--- config.mk ---
export PLATFORM = sky130hd
export DESIGN_NAME = ard_write_bridge
export DESIGN_NICKNAME = d
export VERILOG_FILES = /design/src/rtl/ard_write_bridge.sv
export SDC_FILE = /design/constraint.sdc
export NUM_CORES = 1
export LEC_CHECK = 0
export CAP_MARGIN = 20
export CORE_MARGIN = 3
export CORE_UTILIZATION = 45
export CTS_CLUSTER_SIZE = 25
export DETAILED_ROUTE_END_ITERATION = 8
export DONT_BUFFER_PORTS = 1
export PLACE_DENSITY = 0.67
export SLEW_MARGIN = 10
export SYNTH_ARGS = -nofsm -noshare
export SYNTH_HDL_FRONTEND = slang
export SYNTH_SLANG_ARGS = --single-unit
--- constraint.sdc ---
create_clock -name clk -period 3 [get_ports clk]
set_input_delay 0.3 -clock clk [delete_from_list [all_inputs] [get_ports clk]]
set_output_delay 0.3 -clock clk [all_outputs]
set_load 0.03 [all_outputs]
--- src/rtl/ard_write_bridge.sv ---
// rtl/ard_write_bridge.sv - Arduino byte-frame receiver driving the DRAM Arduino write port
// Define ARDW_CHECKSUM_EN to require a trailing XOR checksum byte per frame.
module ard_write_bridge #(
  parameter int ADDR_W      = 20,
  parameter int DATA_W      = 16,
  parameter int ADDR_BYTES  = 3,
  parameter int TIMEOUT_CYC = 1000000
) (
  input  logic              clk,
  input  logic              rst,
  input  logic [7:0]        ard_data,
  input  logic              ard_strobe,
  output logic              ard_ack,
  output logic [ADDR_W-1:0] mem_addr,
  output logic [DATA_W-1:0] mem_wdata,
  output logic              mem_we,
  output logic              busy,
  output logic              err,
  output logic [7:0]        frame_cnt
);
  localparam int AW_FULL = 8 * ADDR_BYTES;
  localparam int CW      = (ADDR_BYTES > 2) ? $clog2(ADDR_BYTES) : 1;
  localparam int TW      = $clog2(TIMEOUT_CYC);

  localparam logic [2:0] IDLE  = 3'd0;
  localparam logic [2:0] ADDR  = 3'd1;
  localparam logic [2:0] DATA  = 3'd2;
  localparam logic [2:0] WRITE = 3'd3;
`ifdef ARDW_CHECKSUM_EN
  localparam logic [2:0] CHK   = 3'd4;
`endif

  logic [2:0]         state;
  logic               strobe_meta;
  logic               strobe_sync;
  logic               strobe_hist;
  logic [CW-1:0]      cnt;
  logic [TW-1:0]      tcnt;
  logic [AW_FULL-1:0] addr_asm;
  logic [7:0]         data_lo;
`ifdef ARDW_CHECKSUM_EN
  logic [7:0]         data_hi;
  logic [7:0]         csum;
`endif

  logic       capture;
  logic       in_frame;
  logic       timeout_hit;
  logic       commit;
  logic [7:0] commit_hi;

  assign capture  = strobe_sync & ~strobe_hist;
  assign busy     = (state != IDLE);
`ifdef ARDW_CHECKSUM_EN
  assign in_frame = (state == ADDR) || (state == DATA) || (state == CHK);
`else
  assign in_frame = (state == ADDR) || (state == DATA);
`endif
  // A capture on the expiry cycle still counts; the frame survives.
  assign timeout_hit = in_frame && !capture && (tcnt == TW'(TIMEOUT_CYC - 1));

  always_comb begin
    commit    = 1'b0;
    commit_hi = ard_data;
    if (capture) begin
`ifdef ARDW_CHECKSUM_EN
      if ((state == CHK) && (ard_data == csum)) begin
        commit    = 1'b1;
        commit_hi = data_hi;
      end
`else
      if ((state == DATA) && (cnt != '0)) begin
        commit = 1'b1;
      end
`endif
    end
  end

  generate
    if (AW_FULL > ADDR_W) begin : g_addr_pad
      logic unused_addr_hi;
      assign unused_addr_hi = ^addr_asm[AW_FULL-1:ADDR_W];
    end
  endgenerate

  always_ff @(posedge clk or negedge rst) begin
    if (!rst) begin
      state       <= IDLE;
      strobe_meta <= 1'b0;
      strobe_sync <= 1'b0;
      strobe_hist <= 1'b0;
      ard_ack     <= 1'b0;
      cnt         <= '0;
      tcnt        <= '0;
      addr_asm    <= '0;
      data_lo     <= '0;
`ifdef ARDW_CHECKSUM_EN
      data_hi     <= '0;
      csum        <= '0;
`endif
      mem_addr    <= '0;
      mem_wdata   <= '0;
      mem_we      <= 1'b0;
      err         <= 1'b0;
      frame_cnt   <= '0;
    end else begin
      strobe_meta <= ard_strobe;
      strobe_sync <= strobe_meta;
      strobe_hist <= strobe_sync;
      ard_ack     <= strobe_hist;
      mem_we      <= 1'b0;

      if (!in_frame || capture) tcnt <= '0;
      else                      tcnt <= tcnt + TW'(1);

      if (capture && ((state == IDLE) || (state == ADDR))) begin
        for (int i = 0; i < ADDR_BYTES; i++) begin
          if (cnt == CW'(i)) addr_asm[i*8 +: 8] <= ard_data;
        end
      end

      if (commit) begin
        mem_we    <= 1'b1;
        mem_addr  <= addr_asm[ADDR_W-1:0];
        mem_wdata <= DATA_W'({commit_hi, data_lo});
        frame_cnt <= frame_cnt + 8'd1;
      end

      case (state)
        IDLE: begin
          if (capture) begin
            err <= 1'b0;
`ifdef ARDW_CHECKSUM_EN
            csum <= ard_data;
`endif
            if (ADDR_BYTES == 1) begin
              state <= DATA;
              cnt   <= '0;
            end else begin
              state <= ADDR;
              cnt   <= CW'(1);
            end
          end
        end
        ADDR: begin
          if (timeout_hit) begin
            err   <= 1'b1;
            state <= IDLE;
            cnt   <= '0;
          end else if (capture) begin
`ifdef ARDW_CHECKSUM_EN
            csum <= csum ^ ard_data;
`endif
            if (cnt == CW'(ADDR_BYTES - 1)) begin
              state <= DATA;
              cnt   <= '0;
            end else begin
              cnt <= cnt + CW'(1);
            end
          end
        end
        DATA: begin
          if (timeout_hit) begin
            err   <= 1'b1;
            state <= IDLE;
            cnt   <= '0;
          end else if (capture) begin
`ifdef ARDW_CHECKSUM_EN
            csum <= csum ^ ard_data;
`endif
            if (cnt == '0) begin
              data_lo <= ard_data;
              cnt     <= CW'(1);
            end else begin
              cnt <= '0;
`ifdef ARDW_CHECKSUM_EN
              data_hi <= ard_data;
              state   <= CHK;
`else
              state   <= WRITE;
`endif
            end
          end
        end
`ifdef ARDW_CHECKSUM_EN
        CHK: begin
          if (timeout_hit) begin
            err   <= 1'b1;
            state <= IDLE;
          end else if (capture) begin
            if (commit) begin
              state <= WRITE;
            end else begin
              err   <= 1'b1;
              state <= IDLE;
            end
          end
        end
`endif
        WRITE:   state <= IDLE;
        default: state <= IDLE;
      endcase
    end
  end
endmodule
==> results of run 1 <==
[area by class of cell]
class | instances | area (um^2) | share of cell area
sequential | 102 | 2550 | 0.554
clock buffer | 9 | 124 | 0.0269
timing repair buffer | 7 | 77.6 | 0.0168
inverter | 5 | 18.8 | 0.00407
multi-input combinational | 204 | 1620 | 0.351
tap | 108 | 135 | 0.0293
clock inverter | 7 | 86.3 | 0.0187
[worst max-delay path, stage by stage (launching register included)]
cell      delay [ns]
dfrtp_1         0.41
ha_1            0.24
nand3_1         0.15
or4_4           0.58
or2_1           0.26
o31ai_1         0.21
o2bb2a_1        0.25
[through the flow]
stage,setup slack (ns),cells,utilization
after floorplan,0.902,321,-
after global placement,0.854,423,0.487
after detailed placement,0.827,423,0.487
after CTS,0.808,442,0.516
after global routing,0.682,442,0.516
final,0.807,442,0.516
[logic make-up after synthesis]
family / count (synthesis)
buffers and inverters: 15
multiplexers: 65
AND/OR/NAND/NOR: 88
flip-flops: 102
adder cells (fa/ha/maj): 6
AO/OA/AOI/OAI: 22
XOR/XNOR: 23
[power groups by stage]
stage | sequential [uW] | clock, uW | combinational, uW
after floorplan | 2480 | 0 | 720
after global placement | 2590 | 0 | 792
after detailed placement | 2620 | 0 | 823
after CTS | 2590 | 899 | 858
after global routing | 2640 | 960 | 949
final | 2570 | 857 | 846
[what timing repair did]
item	in CTS	in global routing
gates resized for setup	0	0
hold buffers	3	0
endpoints found under the hold margin	103	0
[state kept, by name, summed over array words and instances (netlist names)]
signal and cells:
mem_we 1, strobe_sync 1, frame_cnt 8, ard_ack 1
strobe_meta 1, mem_addr 20, addr_asm 20, cnt 2
tcnt 20, err 1, strobe_hist 1, state 2
data_lo 8, mem_wdata 16
[final timing paths]
| check | end | startpoint |
|---|---|---|
| max | state[0] | tcnt[0] |
| min | data_lo[6] | ard_data[6] |
| max reg2reg | state[0] | tcnt[0] |
| min reg2reg | strobe_hist | strobe_sync |
| max in group asynchronous | addr_asm[19] | rst |
| min in group asynchronous | mem_addr[4] | rst |
[cell usage after synthesis (5+ instances only)]
cell type | n | area share
o21ai_0 | 5 | 0.0059
dfrtp_1 | 102 | 0.60
ha_1 | 6 | 0.018
a21oi_1 | 7 | 0.0083
clkbuf_1 | 6 | 0.0053
nand3_1 | 9 | 0.011
inv_1 | 5 | 0.0044
nand2_1 | 15 | 0.013
mux2_2 | 65 | 0.17
nor3_1 | 8 | 0.0095
xor2_1 | 9 | 0.019
nor2_1 | 25 | 0.022
xnor2_1 | 14 | 0.029
nand4_1 | 7 | 0.010
[per-layer routing]
metal  part of all wire  wire length (um)  track usage
met3              0.066               499       0.0629
met4              0.019               145       0.0508
met1               0.44              3290        0.200
met5                  0                 0            0
met2               0.48              3580        0.229
==> results by group, run 1 <==
Die
  • Die width: 103 um
  • Io pins: 59
  • Die area: 10,600 um^2
  • Num rows: 34
  • Die H: 103 um
  • Initial core utilization: 0.473
  • Core box area: 8930 um^2

Yosys
  • Synth Area in Simple Gates: 0.109
  • Seq/Total Area, Yosys: 0.604
  • Flops & latches, synth: slightly above 100
  • Netlist Area Pre-Place: 4230 um^2
  • Synth Warn #: 0
  • Synth cell types: 38
  • Synth Area per Inst: 13.2 um^2
  • Mux contribution to synthesized area: 0.173
  • Synth Net Count: approximately 340
  • Complex-gate fraction of the synthesized area: 0.0335
  • Asr flop ratio synth: 1.00
  • Main synth FF type: dfrtp_1
  • Cells after synthesis: 321
  • Post-synth EDFFs: 0
  • Post-Synth Adder-Cell Area: 0.0178
  • XOR/XNOR Fraction of Synth Area: 0.0477
  • Main combinational cell family by area after synthesis: multiplexers

Clocking
  • Clock latency on the worst-skew pair: 0.37 ns
  • CTS sink count: 102
  • CTS tree: done
  • Total CTS buffers: 9
  • H-tree depth: 3
  • Number of post-CTS setup repair buffers: 0
  • Clock Tree Root: clkbuf_8
  • Worst-path clk slew: 0.11 ns
  • Longest Clk Path Bufs: 2

Power
  • Internal power: 2600 uW
  • Sw Share: 0.393
  • VDD IR max: roughly 0.53 mV
  • Seq pwr share: 0.602
  • Logic pwr share: 0.198
  • Pwr Total: 4280 uW
  • Cell Pwr Density: 928 nW/um^2
  • Clk network pwr share: 0.200
  • Static leakage: between 0.002 and 0.0025 uW
  • Net Sw Power: between 1500 and 2000 uW

Placement
  • Hpwl dp: approximately 5.1 mm
  • GP Congestion: 0.843
  • Input/output buffers: 0
  • Area after DPL: ~4400 um^2

Timing
  • Setup TNS: 0 ns
  • Final Cycle Share: 0.731
  • RSZ-0062 raised after global routing: no
  • Max Freq: about 0.46 GHz
  • Rel. slew slack: 0.526
  • Final setup fails: 0
  • Slew Limit Fails: 0
  • Fin. Hold Viols: 0
  • Slew @ Worst Pin: 0.710 ns
  • Fin Clk Skew: 0.00846 ns
  • Hold Slack: 0.0740 ns
  • Fin crit period: approximately 2.2 ns

Finish
  • Commonest non-fill, non-tap cells in the layout: 102 x dfrtp_1, 65 x mux2_2, 25 x nor2_1, 15 x nand2_1, 14 x xnor2_1
  • Layout fillers: 758
  • Fin nets: approximately 350
  • Design Area, Final: 4610 um^2
  • Layout cells sized above 1: 0.272
  • # diodes: 0
  • Area grow syn2layout: 9.12%
  • Commonest non-fill, non-tap cell in the layout: dfrtp_1

Worst setup path
  • Reg-to-reg slack, setup: between 0.8 and 0.9 ns
  • CP startpoint kind: flop
  • Critical path data required time: ~3.3 ns
  • Worst path arrival time: 2.44 ns
  • Setup crit end kind: flop
  • Reg2Reg Depth: 6
  • Crit Path Max Fanout: 4
  • Worst setup path class: flop to flop

Global route
  • Initial antenna violation count: 0
  • Pin count of the biggest net entering global routing: 103
  • First-pass GRT wire length: 12.4 mm
  • Number of global-route vias before repair: between 2,000 and 2,500
  • Grt ovf: 0
  • GR Util All Layers: 0.152

Min path
  • Min-Delay Path Depth: 1
  • Worst Hold Class: input pin to flop

Routing
  • DR pass1 iterations: 4
  • Wire per inst: approximately 17 um
  • Residual DRC count: 0
  • Final wirelength: 7.52 mm
  • Via-per-instance ratio: 5.48
  • Vias post-DR: 2,421
  • Detailed Route Iter0 Violations: 141
  • Post-route ant nets: 0

Run
  • Max Cap Viol: 0

Outcome
  • Status: finished clean
Note: power is estimated with default switching activity, not from simulation.
==> run 2: changes to the inputs <==
--- a/config.mk
+++ b/config.mk
@@ -11,7 +11,7 @@
 export CTS_CLUSTER_SIZE = 25
 export DETAILED_ROUTE_END_ITERATION = 8
 export DONT_BUFFER_PORTS = 1
-export PLACE_DENSITY = 0.67
+export PLACE_DENSITY = 0.69
 export SLEW_MARGIN = 10
 export SYNTH_ARGS = -nofsm -noshare
 export SYNTH_HDL_FRONTEND = slang
==> constraint.sdc (replaced) <==
create_clock -name clk -period 1.95 [get_ports clk]
set_input_delay 0.195 -clock clk [delete_from_list [all_inputs] [get_ports clk]]
set_output_delay 0.195 -clock clk [all_outputs]
set_load 0.03 [all_outputs]
==> results by group, run 2 (same netlist as run 1, synthesis figures left out) <==
Outcome
  • Status: complete, but fails checks
  • Failing checks: hold timing, setup timing

Clocking
  • Clock Tree Root: clkbuf_8
  • Worst-path clk slew: 0.10 ns
  • CTS tree: done
  • H-tree depth: 3
  • Total CTS buffers: 9
  • Clock latency on the worst-skew pair: between 0.3 and 0.4 ns
  • Hold_buf cts: 9
  • Longest Clk Path Bufs: 2
  • CTS sink count: approximately 100

Worst setup path
  • Critical Path Start: tcnt[13]
  • Worst setup path class: flop to flop
  • Setup crit end kind: flop
  • Crit Path Max Fanout: 3
  • Reg-to-reg slack, setup: -0.15 ns
  • Worst path arrival time: 2.36 ns
  • RR Endpoint: state[0]
  • FF-to-FF Start: tcnt[13]
  • Critical path data required time: 2.22 ns
  • CP startpoint kind: flop
  • Reg2Reg Depth: 5

Timing
  • RSZ-0062 raised after global routing: yes
  • Fin Clk Skew: about 0.013 ns
  • Final Cycle Share: 1.07
  • Slew @ Worst Pin: 0.531 ns
  • Final setup fails: 4
  • Max Freq: 0.477 GHz
  • Rel. slew slack: 0.645
  • Setup ws final: -0.146 ns
  • Fin crit period: around 2.1 ns
  • Hold Slack: -0.487 ns
  • Fin. Hold Viols: 102
  • Slew Limit Fails: 0

Global route
  • First-pass GRT wire length: 13.2 mm
  • Initial antenna violation count: 0
  • GR Util All Layers: 0.162
  • Grt ovf: 0
  • Number of global-route vias before repair: 2,607
  • Pin count of the biggest net entering global routing: 103

Placement
  • GP Congestion: 0.778
  • DP Cell Count: between 400 and 500
  • Input/output buffers: 0
  • Hpwl dp: 5.37 mm

Die
  • Io pins: between 50 and 60
  • Die width: between 100 and 150 um
  • Core box area: a little under 9000 um^2
  • Initial core utilization: 0.473
  • Die H: 103 um
  • Num rows: 34
  • Die area: 10,600 um^2

Finish
  • Commonest non-fill, non-tap cells in the layout: 102 x dfrtp_1, 65 x mux2_2, 30 x buf_4, 24 x nor2_1, 15 x nand2_1
  • Area grow syn2layout: 15.9%
  • Largest regs: addr_asm x20, mem_addr x20, tcnt x20
  • Post-route core utilization: 0.548
  • Layout fillers: 766
  • Commonest non-fill, non-tap cell in the layout: dfrtp_1
  • Fin nets: 379
  • Layout cells sized above 1: 0.338
  • Non-filler instance count after layout: around 480
  • # diodes: 0

Min path
  • Worst Hold Class: input pin to async pin

Routing
  • Final wirelength: 8.06 mm
  • Detailed Route Iter0 Violations: around 120
  • Residual DRC count: 0
  • Post-route ant nets: 0
  • DR pass1 iterations: 4
  • Vias post-DR: ~2,500
  • Wire per inst: 17.0 um
  • Via-per-instance ratio: 5.36

Run
  • Max Cap Viol: 0

Power
  • Internal power: 4210 uW
  • Clk network pwr share: 0.205
  • Seq pwr share: 0.581
  • Cell Pwr Density: 1390 nW/um^2
  • VDD IR max: 0.752 mV
  • Logic pwr share: 0.214
  • Static leakage: 0.00219 uW
  • Sw Share: 0.382
  • Net Sw Power: 2610 uW
run 2: layer usage:
metal	wire, um	part of all wire	global-route usage	vias up
li1	-	-	-	1210
met1	3490	0.43	0.214	1261
met2	3980	0.49	0.252	65
met3	407	0.051	0.0440	12
met4	178	0.022	0.0677	0
met5	0	0	0	-
run 2: final cells by class:
cell class              count  area, um^2  area share
multi-input cells         204        1640       0.336
clock buffers               9         124      0.0253
flip-flops and latches    102        2550       0.521
inverters                   5        18.8     0.00383
clock inverters             7        88.8      0.0181
well taps                 108         135      0.0276
repair buffers             40         335      0.0685
run 2: what timing repair did:
| item | 4_1_cts | 5_1_grt |
|---|---|---|
| pin swaps | 1 | 4 |
| endpoints found under the hold margin | 139 | 102 |
| cloned | 0 | 0 |
| resized for setup | 5 | 3 |
| endpoints found under the setup margin | 3 | 45 |
| setup buffers | 2 | 2 |
run 2: worst max path at each step:
stage,slack [ns],end,cells after the start
2_1_floorplan,-0.1,state[0],5
3_3_place_gp,-0.10,state[0],5
3_5_place_dp,-0.14,state[0],5
4_1_cts,-0.14,state[0],5
5_1_grt,-0.18,state[0],5
6_report,-0.15,state[0],5
run 2: power by group through the flow:
stage | clock network (uW) | logic (uW) | registers [uW]
finish | 1400 | 1460 | 3960
global route | 1520 | 1610 | 4070
CTS | 1450 | 1440 | 3990
detailed placement | 0 | 1390 | 4020
global placement | 0 | 1350 | 3990
floorplan | 0 | 1110 | 3810
run 2: worst max-delay path: stages (launching register included):
cell	delay (ns)
dfrtp_1	0.38
or4b_1	0.50
or4_4	0.44
or2_4	0.26
o31ai_2	0.18
o2bb2a_2	0.23
run 2: per-stage QoR:
step	instance area (um^2)	TNS, ns	worst slack (ns)	total power [uW]	hold slack [ns]
final	4900	-0.357	-0.146	6820	-0.487
after global routing	4900	-0.612	-0.181	7190	-0.508
after CTS	4880	-0.239	-0.142	6870	-0.508
after detailed placement	4540	-0.237	-0.141	5410	-0.0953
after global placement	4540	-0.142	-0.103	5340	-0.0951
after floorplan	4230	-0.112	-0.0959	4920	-0.101
==> run 3: changes to the inputs <==
--- a/config.mk
+++ b/config.mk
@@ -7,11 +7,11 @@
 export LEC_CHECK = 0
 export CAP_MARGIN = 20
 export CORE_MARGIN = 3
-export CORE_UTILIZATION = 45
+export CORE_UTILIZATION = 40
 export CTS_CLUSTER_SIZE = 25
 export DETAILED_ROUTE_END_ITERATION = 8
 export DONT_BUFFER_PORTS = 1
-export PLACE_DENSITY = 0.69
+export PLACE_DENSITY = 0.63
 export SLEW_MARGIN = 10
 export SYNTH_ARGS = -nofsm -noshare
 export SYNTH_HDL_FRONTEND = slang
==> results by group, run 3 (same netlist as run 1, synthesis figures left out) <==
Finish
  • Fin nets: 386
  • Layout cells sized above 1: 0.356
  • Commonest non-fill, non-tap cell in the layout: dfrtp_1
  • Area grow syn2layout: 18.6%
  • Largest regs: addr_asm x20, mem_addr x20, tcnt x20
  • Commonest non-fill, non-tap cells in the layout: 102 x dfrtp_1, 65 x mux2_2, 35 x buf_4, 23 x nor2_1, 15 x nand2_1
  • Non-filler instance count after layout: approximately 510
  • # diodes: 0
  • Layout fillers: ~900
  • Post-route core utilization: 0.501

Routing
  • Vias post-DR: around 2,600
  • Via-per-instance ratio: 5.14
  • Post-route ant nets: 0
  • DR pass1 iterations: 6
  • Wire per inst: 16.5 um
  • Detailed Route Iter0 Violations: 212
  • Residual DRC count: 0
  • Final wirelength: 8.38 mm

Power
  • Cell Pwr Density: 1360 nW/um^2
  • Internal power: 4170 uW
  • Logic pwr share: 0.225
  • Sw Share: 0.391
  • Static leakage: between 0.002 and 0.0025 uW
  • Net Sw Power: 2670 uW
  • Clk network pwr share: 0.198
  • Seq pwr share: 0.576
  • VDD IR max: 0.735 mV

Clocking
  • Total CTS buffers: 9
  • H-tree depth: 3
  • Hold_buf cts: 9
  • Clock Tree Root: clkbuf_8
  • Clock latency on the worst-skew pair: 0.37 ns
  • Worst-path clk slew: 0.11 ns
  • Longest Clk Path Bufs: 2
  • CTS sink count: 102
  • CTS tree: done

Die
  • Core box area: 10000 um^2
  • Die H: around 110 um
  • Die width: 109 um
  • Die area: 11,800 um^2
  • Initial core utilization: 0.423
  • Num rows: 36
  • Io pins: 59

Placement
  • DP Cell Count: 477
  • GP Congestion: approximately 0.78
  • Hpwl dp: approximately 5.6 mm
  • Input/output buffers: 0

Worst setup path
  • Critical path's slowest cell: or4b_1
  • CP startpoint kind: flop
  • Critical Path, Cell by Cell: or4b_1, or4_4, or2_4, o31ai_2, o2bb2a_2
  • Setup crit end kind: flop
  • Crit Path Max Fanout: 4
  • Worst path arrival time: between 2 and 2.5 ns
  • Critical path data required time: between 2 and 2.5 ns
  • Worst setup path class: flop to flop
  • Critical Path Max Stage Delay: 0.51 ns

Global route
  • Initial antenna violation count: 0
  • Number of global-route vias before repair: around 2,600
  • First-pass GRT wire length: 13.3 mm
  • Grt ovf: 0
  • GR Util All Layers: 0.144
  • Pin count of the biggest net entering global routing: 103

Timing
  • Max Freq: 0.476 GHz
  • Final Cycle Share: 1.08
  • Rel. slew slack: 0.680
  • Fin Clk Skew: 0.00913 ns
  • Slew @ Worst Pin: 0.479 ns
  • Slew Limit Fails: 0
  • Hold Slack: -0.493 ns
  • Setup ws final: -0.150 ns
  • Fin crit period: 2.10 ns
  • Final setup fails: 4
  • Fin. Hold Viols: 102
  • RSZ-0062 raised after global routing: yes

Min path
  • Worst Hold Class: input pin to async pin

Outcome
  • Failing checks: hold timing, setup timing
  • Status: complete, but fails checks

Run
  • Max Cap Viol: 0
## run 3: worst max-delay path, delay by kind of cell (launching register included)
family | cells | cell delay (ns)
AOI/OAI and AO/OA | 2 | 0.40
DFF | 1 | 0.39
and+or+nand+nor | 3 | 1.21
## run 3: path summary, 6_finish.rpt
kind | start | endpoint | slack, ns | cells past startpoint
max | tcnt[13] | state[0] | -0.15 | 5
min | rst | frame_cnt[4] | -0.49 | 0
max reg2reg | tcnt[13] | state[0] | -0.15 | 5
min reg2reg | strobe_meta | strobe_sync | 0.38 | 0
max in group asynchronous | rst | addr_asm[3] | 2.30 | 0
min in group clk | strobe_meta | strobe_sync | 0.38 | 0
## run 3: metal layers
metal	track usage	routed length (um)	vias up	part of all wire
li1	-	-	1228	-
met1	0.182	3750	1317	0.45
met2	0.241	4170	55	0.50
met3	0.0485	398	6	0.047
met4	0.0352	72	0	0.0086
met5	0	0	-	0
## run 3: repair_timing
item / in CTS / in global routing
hold endpoints to repair: 139 / 102
gates cloned: 0 / 1
buffers inserted: 2 / 2
resized for setup: 3 / 7
pin swaps: 2 / 2
endpoints found under the setup margin: 12 / 39
## run 3: power by group through the flow
stage	clock network, uW	logic (uW)	registers [uW]
6_report	1360	1540	3940
5_1_grt	1490	1710	4040
4_1_cts	1410	1520	3960
3_5_place_dp	0	1470	4010
3_3_place_gp	0	1430	3980
2_1_floorplan	0	1110	3810
## run 3: cell type report
class                      instances  area [um^2]  share of cell area
clock buffer                       9          124              0.0247
tap                              133          166              0.0332
sequential                       102         2550               0.509
clock inverter                     7         91.3              0.0182
inverter                           5         18.8             0.00375
timing repair buffer              47          409              0.0816
multi-input combinational        204         1650               0.329
## run 3: per-stage QoR
| step | TNS, ns | hold WS (ns) | cell area (um^2) | worst slack [ns] | total power (uW) |
|---|---|---|---|---|---|
| finish | -0.445 | -0.493 | 5010 | -0.150 | 6840 |
| global route | -0.858 | -0.524 | 5010 | -0.213 | 7240 |
| CTS | -0.319 | -0.516 | 4950 | -0.156 | 6900 |
| detailed placement | -0.467 | -0.0989 | 4620 | -0.135 | 5480 |
| global placement | -0.161 | -0.0985 | 4620 | -0.104 | 5410 |
| floorplan | -0.112 | -0.101 | 4230 | -0.0959 | 4920 |
==> variant (flow settings as in run 3) <==
Set the parameter `DATA_W` to 32 (it was 16).
--- a/src/rtl/ard_write_bridge.sv
+++ b/src/rtl/ard_write_bridge.sv
@@ -2,7 +2,7 @@
 // Define ARDW_CHECKSUM_EN to require a trailing XOR checksum byte per frame.
 module ard_write_bridge #(
   parameter int ADDR_W      = 20,
-  parameter int DATA_W      = 16,
+  parameter int DATA_W      = 32,
   parameter int ADDR_BYTES  = 3,
   parameter int TIMEOUT_CYC = 1000000
 ) (
Interface: changed (resized mem_wdata); port bits go from 59 to 75. The function was not compared with the original's and may differ.
==> variant against run 3 <==
The flow finishes with violations (negative hold slack); synthesized cell count grew 4.4%; worst setup slack improved by 260 ps; fmax increased by 14%; sequential cell count stayed put; cell area is 2.4% lower; routed wire length decreased by 4.9%; area after synthesis grew 3.6%; power down 8.8%; critical path type unchanged; largest cell class unchanged.
==> variant: results (changes against run 3) <==
| Metric | Value |
|---|---|
| Setup Slack @ Placement | 60.0 ps (+195 ps) |
| # fillers | 976 (+8.6%) |
| First-pass GRT wire length | 13900 um (+4.4%) |
| Layout cells sized above 1 | 29.9% (-5.7 points) |
| Final Hold Vio Count | 102 (unchanged) |
| CP Max Fanout | 5 (+1) |
| Worst hold slack | -507 ps (-13.7 ps) |
| Hpwl dp | 5510 um (-0.77%) |
| Clock Skew | 19.8 ps (+10.7 ps) |
| Post-synthesis mux area share | 17.0% (-0.37 points) |
| Most area-consuming cells after synthesis | dfrtp_1 (58%), mux2_2 (17%), buf_4 (2.7%) |
| Nets | 377 (-2.3%) |
| Vias in the first global route | 2742 (+4.1%) |
| Synth Area per Inst | 13.1 um^2 (-0.75%) |
| Distinct cells, synth | 44 (+16%) |
| Start of the worst register-to-register path | state[1] |
| Drt pass-1 iters | 4 (-2) |
| Drt initial violations | 121 (-43%) |
| GPL Wtd Cong | 0.763 (-2.4%) |
| Sequential fraction of the synthesis area | 58.3% (-2.1 points) |
| Post-placement cell count | 475 (-0.42%) |
| Reg2reg path depth | 6 (+1) |
| Failing checks | negative hold slack |
| Status | finished, violations left |
| Synth cell count leaders | dfrtp_1 (102), mux2_2 (65), buf_4 (16), nand2_1 (13) |
| Flop-to-flop setup slack | 110 ps (+260 ps) |
| Critical Path Max Stage Delay | 430 ps (-80 ps) |
| Worst path arrival time | 2090 ps (-270 ps) |
| Synth Area in Compound Gates | 4.55% (+1.2 points) |
| Drt total wl | 7970 um (-4.9%) |
| FF-to-FF End | cnt[1] |
| Tot GR Track Use | 13.8% (-0.62 points) |
| Crit-path slowest cell | dfrtp_1 |
| P_leak | 2.21 nW (-0.91%) |
variant: cell count changes in the layout (fill, tap and decap cells not counted), sizes merged, moves of 5 or more:
cell	before	now
buf	37	16
nor3	9	2
conb	0	16
nor2	25	13
xnor2	14	9
variant: layer usage:
layer | routed length, um | track usage, %
met1 | 3350 | 17.2
met2 | 3850 | 21.6
met5 | 0 | 0
met4 | 134 | 4.27
met3 | 633 | 6.30
variant: cell type report:
type	count	area, um^2	share of cell area [%]
Sequential cell	102	2550	52.2
Multi-Input combinational cell	216	1700	34.8
Timing Repair Buffer	25	235	4.81
Tap cell	136	170	3.48
Clock buffer	9	124	2.53
Clock inverter	7	86.3	1.76
Inverter	6	22.5	0.460
variant: what timing repair did:
| action | CTS | global route |
|---|---|---|
| setup buffers | 0 | 1 |
| resized for setup | 0 | 2 |
| setup endpoints to repair | 0 | 4 |
| endpoints found under the hold margin | 139 | 102 |
variant: cell families after synthesis:
kind of cell,count (synthesis)
flip-flops,102
buffers and inverters,32
XOR/XNOR,16
adder cells (fa/ha/maj),6
multiplexers,66
AND/OR/NAND/NOR,81
AO/OA/AOI/OAI,31
other,1
variant: worst max-delay path, delay by kind of cell (launching register included):
kind                       cells  cell delay (ps)
DFF                            1              430
and+or+nand+nor                1              390
adders and majority gates      1              380
AOI/OAI and AO/OA              1              250
buffers and inverters          2              160
muxes                          1              110
variant: power breakdown:
group / switching (mW) / internal [mW]
Sequential: 0.875 / 2.68
Combinational: 0.640 / 0.684
Clock: 0.831 / 0.519
variant: worst max path at each step:
stage          cells past startpoint  slack (ps)           end
6_report                           6         110        cnt[1]
5_1_grt                            5         0.6      state[1]
4_1_cts                            6          30        cnt[1]
3_5_place_dp                       6          60        cnt[1]
3_3_place_gp                       6          90        cnt[1]
2_1_floorplan                      5         200  addr_asm[10]
